<file path="src/rtl/gpio_irq.sv">
// Wishbone GPIO controller: per-bit direction, atomic SET/CLR of outputs,
// synchronised inputs and latched per-bit edge interrupts on one level irq.
module gpio_irq #(
    parameter int unsigned       WIDTH       = 8,
    parameter int unsigned       SYNC_STAGES = 2,
    parameter logic [WIDTH-1:0]  DIR_RST     = '1
) (
    input  logic             clk_i,
    input  logic             rst_n_i,
    input  logic             cyc_i,
    input  logic             stb_i,
    input  logic [31:0]      adr_i,
    input  logic             we_i,
    input  logic [3:0]       sel_i,
    input  logic [31:0]      dat_i,
    output logic [31:0]      dat_o,
    output logic             ack_o,
    input  logic [WIDTH-1:0] gpio_i,
    output logic [WIDTH-1:0] gpio_o,
    output logic [WIDTH-1:0] gpio_oe_o,
    output logic             irq_o
);

    localparam int unsigned DW = 32;

    localparam logic [2:0] A_OUT  = 3'd0;
    localparam logic [2:0] A_DIR  = 3'd1;
    localparam logic [2:0] A_SET  = 3'd2;
    localparam logic [2:0] A_CLR  = 3'd3;
    localparam logic [2:0] A_RISE = 3'd4;
    localparam logic [2:0] A_FALL = 3'd5;
    localparam logic [2:0] A_STAT = 3'd6;
    localparam logic [2:0] A_IN   = 3'd7;

    logic [WIDTH-1:0] out_q,  out_d;
    logic [WIDTH-1:0] dir_q,  dir_d;
    logic [WIDTH-1:0] rise_q, rise_d;
    logic [WIDTH-1:0] fall_q, fall_d;
    logic [WIDTH-1:0] stat_q, stat_d;
    logic [WIDTH-1:0] in_p_q, in_p_d;
    logic [SYNC_STAGES-1:0][WIDTH-1:0] sync_q, sync_d;
    logic             ack_q,  ack_d;
    logic             irq_q,  irq_d;

    logic [DW-1:0]    lane_mask;
    logic [WIDTH-1:0] wmask;
    logic [WIDTH-1:0] wdata;
    logic [WIDTH-1:0] in_s;
    logic [WIDTH-1:0] edge_evt;
    logic [WIDTH-1:0] rd_data;
    logic [2:0]       reg_sel;
    logic             wr_en;

    // Address bits outside [4:2] and data bits above WIDTH are don't-care.
    logic             unused_ok;
    assign unused_ok = ^{adr_i[31:5], adr_i[1:0], dat_i};

    always_comb begin
        lane_mask = '0;
        for (int n = 0; n < 4; n++) begin
            lane_mask[8*n +: 8] = {8{sel_i[n]}};
        end
    end

    assign wmask   = lane_mask[WIDTH-1:0];
    assign wdata   = dat_i[WIDTH-1:0] & wmask;
    assign reg_sel = adr_i[4:2];
    // Only the strobe cycle before the ack applies the write, so it lands once.
    assign wr_en   = cyc_i & stb_i & we_i & ~ack_q;

    assign in_s     = sync_q[SYNC_STAGES-1];
    assign edge_evt = ~dir_q & ((rise_q & in_s & ~in_p_q) | (fall_q & ~in_s & in_p_q));

    always_comb begin
        out_d  = out_q;
        dir_d  = dir_q;
        rise_d = rise_q;
        fall_d = fall_q;
        stat_d = stat_q;
        if (wr_en) begin
            case (reg_sel)
                A_OUT:   out_d  = (out_q  & ~wmask) | wdata;
                A_DIR:   dir_d  = (dir_q  & ~wmask) | wdata;
                A_SET:   out_d  = out_q | wdata;
                A_CLR:   out_d  = out_q & ~wdata;
                A_RISE:  rise_d = (rise_q & ~wmask) | wdata;
                A_FALL:  fall_d = (fall_q & ~wmask) | wdata;
                A_STAT:  stat_d = stat_q & ~wdata;
                default: ;
            endcase
        end
        // A new edge overrides a same-cycle W1C on that bit.
        stat_d = stat_d | edge_evt;
        sync_d = {sync_q[SYNC_STAGES-2:0], gpio_i};
        in_p_d = in_s;
        ack_d  = cyc_i & stb_i & ~ack_q;
        irq_d  = |stat_q;
    end

    always_ff @(posedge clk_i or negedge rst_n_i) begin
        if (!rst_n_i) begin
            out_q  <= '0;
            dir_q  <= DIR_RST;
            rise_q <= '0;
            fall_q <= '0;
            stat_q <= '0;
            sync_q <= '0;
            in_p_q <= '0;
            ack_q  <= 1'b0;
            irq_q  <= 1'b0;
        end else begin
            out_q  <= out_d;
            dir_q  <= dir_d;
            rise_q <= rise_d;
            fall_q <= fall_d;
            stat_q <= stat_d;
            sync_q <= sync_d;
            in_p_q <= in_p_d;
            ack_q  <= ack_d;
            irq_q  <= irq_d;
        end
    end

    // Read mux is combinational so the data is valid alongside the ack.
    always_comb begin
        rd_data = '0;
        case (reg_sel)
            A_OUT:   rd_data = out_q;
            A_DIR:   rd_data = dir_q;
            A_RISE:  rd_data = rise_q;
            A_FALL:  rd_data = fall_q;
            A_STAT:  rd_data = stat_q;
            A_IN:    rd_data = in_s;
            default: rd_data = '0;
        endcase
    end

    assign dat_o     = DW'(rd_data);
    assign ack_o     = ack_q;
    assign irq_o     = irq_q;
    assign gpio_o    = out_q;
    assign gpio_oe_o = dir_q;

endmodule

</file>
<file path="config.mk">
export PLATFORM = sky130hd
export DESIGN_NAME = gpio_irq
export DESIGN_NICKNAME = d
export VERILOG_FILES = /design/src/rtl/gpio_irq.sv
export SDC_FILE = /design/constraint.sdc
export NUM_CORES = 1
export LEC_CHECK = 0
export BUFFER_PORTS_ARGS = -buffer_cell sky130_fd_sc_hd__buf_2
export CORE_MARGIN = 2
export CORE_UTILIZATION = 28
export DETAILED_ROUTE_END_ITERATION = 8
export PLACE_DENSITY_LB_ADDON = 0.05
export REMOVE_ABC_BUFFERS = 1
export SYNTH_ARGS = -nofsm -noshare
export SYNTH_HDL_FRONTEND = slang
export SYNTH_SLANG_ARGS = --single-unit
</file>
<file path="constraint.sdc">
create_clock -name clk_i -period 1.9 [get_ports clk_i]
set_clock_uncertainty 0.1 [all_clocks]
set_input_delay 0.285 -clock clk_i [delete_from_list [all_inputs] [get_ports clk_i]]
set_output_delay 0.285 -clock clk_i [all_outputs]
set_load 0.1 [all_outputs]
</file>
==> flow_summary.json <==
{
  "antenna_cells": 0,
  "power_frac_clock_pct": 34.7,
  "worst_slew_pin_slew_ps": 562,
  "tns_ps": -213,
  "status": "complete, but fails checks",
  "critPathBufInv": 1,
  "slew_violations": 0,
  "switchingPower_mw": 1.75,
  "startpoint_type": "flip-flop",
  "port_buffers": 50,
  "hold_class": "primary input to flip-flop",
  "wire_per_inst_um": 17.4,
  "final_nets": 451,
  "setup_violations": 2,
  "clockBufferDepth": 2,
  "clk_pin_slew_ps": 50,
  "grt_pass1_vias": 2449,
  "synth_top_area_cell": "dfrtp_1",
  "die_area_mm2": 0.0126,
  "drtPass1Iterations": 4,
  "fin_crit_ps": 2010,
  "grt_max_degree": 67,
  "netlist_area_mm2": 0.00327,
  "dp_hpwl_um": 6030,
  "cpMaxStageDelayCell": "mux4_2",
  "ys_types": 46,
  "rows": 39,
  "synth_edf_count": 0,
  "p_leak_nw": 2.07,
  "worstPathArrival_ps": 1630,
  "slew_headroom_pct": 62.5,
  "core_region_area_mm2": 0.0114,
  "worst_slack_ps": -114,
  "end_kind": "primary output",
  "drv_cap": 0,
  "p_per_area_mw_per_mm2": 1070,
  "drive_gt1_share_pct": 46.3,
  "combPwrFrac_pct": 31.3,
  "p_sw_share_pct": 35.8,
  "critPathMaxFanout": 3,
  "place_congestion": 0.736,
  "ctsRootBufferMaster": "clkbuf_16",
  "synth_top_area_share_pct": 44.4,
  "fmax_ghz": 0.497,
  "fill_cells": 1112,
  "antenna_left": 0,
  "via_count": 2396,
  "r2r_slack_ps": 120,
  "crit_family": "multiplexers",
  "fin_util_pct": 40.1,
  "area_growth_pct": 40.1,
  "crit_chain": "mux4_2 -> a22o_1 -> buf_12",
  "drt_wl_total_um": 8990,
  "die_w_um": 112,
  "drt_iter0_drc": 94,
  "drc": 0,
  "required_ps": 1510,
  "syn_inst": 263,
  "crit_type": "flip-flop to primary output",
  "cpPeakStageDelay_ps": 480,
  "internal_power_mw": 3.14,
  "grt_pass1_wl_um": 13900,
  "peakVddDrop_mv": 0.548,
  "cts.sinks": 66,
  "ys_seq_elements": 66,
  "ys.flop_type": "dfrtp_1",
  "async_flop_share_pct": 100,
  "htree_levels": 3,
  "seqPwrFrac_pct": 34.0,
  "track_usage_pct": 14.8,
  "cts_tree": "yes",
  "antenna_found_initial": 0,
  "grt-ovfl-total": 0,
  "cts_buffers": 9,
  "grt_setup_unrepaired": "true",
  "yosys_warnings": 0,
  "clk_latency_ps": 330,
  "vias_per_cell": 4.63,
  "final-hold-violation-count": 0,
  "failed_checks": "negative setup slack",
  "synth_area_leaders": "dfrtp_1, mux2_4, buf_4, dfstp_2, mux2_1",
  "ios": 131,
  "syn_avg_cell_area_um2": 12.4,
  "start_util_pct": 28.6,
  "min_period_over_period_pct": 106,
  "worst_hold_slack_ps": 130,
  "die_h_um": 112,
  "seq_area_frac_synth_pct": 50.8
}
cells by family after synthesis:
kind of cell           count (synthesis)  synth area share, %
AO/OA/AOI/OAI                         60                 13.2
multiplexers                          39                 15.9
buffers and inverters                 42                 8.95
AND/OR/NAND/NOR                       55                 11.0
flip-flops                            66                 50.8
other                                  1                0.115
area by class of cell:
| type | count | area [um2] | area share (%) |
|---|---|---|---|
| Clock inverter | 2 | 35.0 | 0.765 |
| Multi-Input combinational cell | 178 | 1510 | 32.9 |
| Timing Repair Buffer | 111 | 911 | 19.9 |
| Inverter | 4 | 15.0 | 0.328 |
| Tap cell | 143 | 179 | 3.91 |
| Sequential cell | 66 | 1660 | 36.3 |
| Clock buffer | 13 | 270 | 5.90 |
timing repair:
item | CTS | global route
hold buffers | 9 | 0
gates resized for setup | 28 | 9
hold endpoints to repair | 66 | 0
setup buffers | 14 | 6
pin swaps | 9 | 6
endpoints found under the setup margin | 8 | 8
synth_stat cells (2+ instances only):
library cell  instances
dfrtp_1              58
buf_4                28
nand2_1              18
mux2_1               17
mux2_4               16
a22oi_1              10
o22ai_1               9
dfstp_2               8
nand4_1               8
o22a_1                8
o2bb2ai_1             8
buf_2                 6
o21ai_0               6
nand3_1               5
o21ai_1               5
a21oi_1               4
inv_1                 4
nor2_1                4
buf_6                 3
mux2_2                3
nand3b_1              3
o211ai_1              3
a22o_1                2
mux4_2                2
nand4bb_1             2
nor4_1                2
o311ai_1              2
cell usage in the layout (no fill, tap or decap), drive strengths merged, types with 3 or more instances in the layout:
cell type,Yosys,routed
a21oi,4,4
a22oi,10,10
buf,37,102
clkbuf,1,13
conb,1,24
dfrtp,58,58
dfstp,8,8
dlygate4sd3,0,9
inv,4,4
mux2,36,36
nand2,18,18
nand3,6,6
nand3b,3,3
nand4,10,10
nor2,5,5
o211ai,3,3
o21ai,11,11
o22a,8,8
o22ai,9,9
o2bb2ai,8,8
power by group through the flow:
stage          clock network, mW  logic, mW  registers, mW
3_3_place_gp                   0       1.36           1.70
4_1_cts                     1.75       1.50           1.66
3_5_place_dp                   0       1.36           1.70
2_1_floorplan                  0      0.624           2.08
6_report                    1.70       1.53           1.67
5_1_grt                     1.81       1.60           1.68
metrics by stage:
stage	std cells	total power [mW]	worst slack [ps]	instance area [um2]
global route	517	5.09	-146	4580
global placement	475	3.06	-113	3890
detailed placement	475	3.06	-86.5	3890
finish	517	4.89	-114	4580
CTS	511	4.92	-134	4500
floorplan	248	2.70	-1200	3080
routing by layer:
layer  share of wire (%)  global-route usage [%]  wire [um]  up-vias
met1                  50                    20.4       4460     1165
li1                    -                       -          -     1156
met4                 1.5                    5.61        137        0
met2                  44                    22.5       3970       65
met5                   0                       0          0        -
met3                 4.6                    3.62        417       10
path summary, 6_finish.rpt:
path                             endpoint  startpoint  depth (start not counted)
min in group asynchronous       async pin     rst_n_i                          3
worst max register to register  flip-flop       ack_o                          5
worst max-delay path             dat_o[1]   flip-flop                          3
max in group asynchronous       async pin     rst_n_i                          3
worst min register to register  in_p_d[5]  sync_d[13]                          0
worst min-delay path            gpio_o[6]    dat_i[6]                          2
Power figures use the tool's default switching activity.
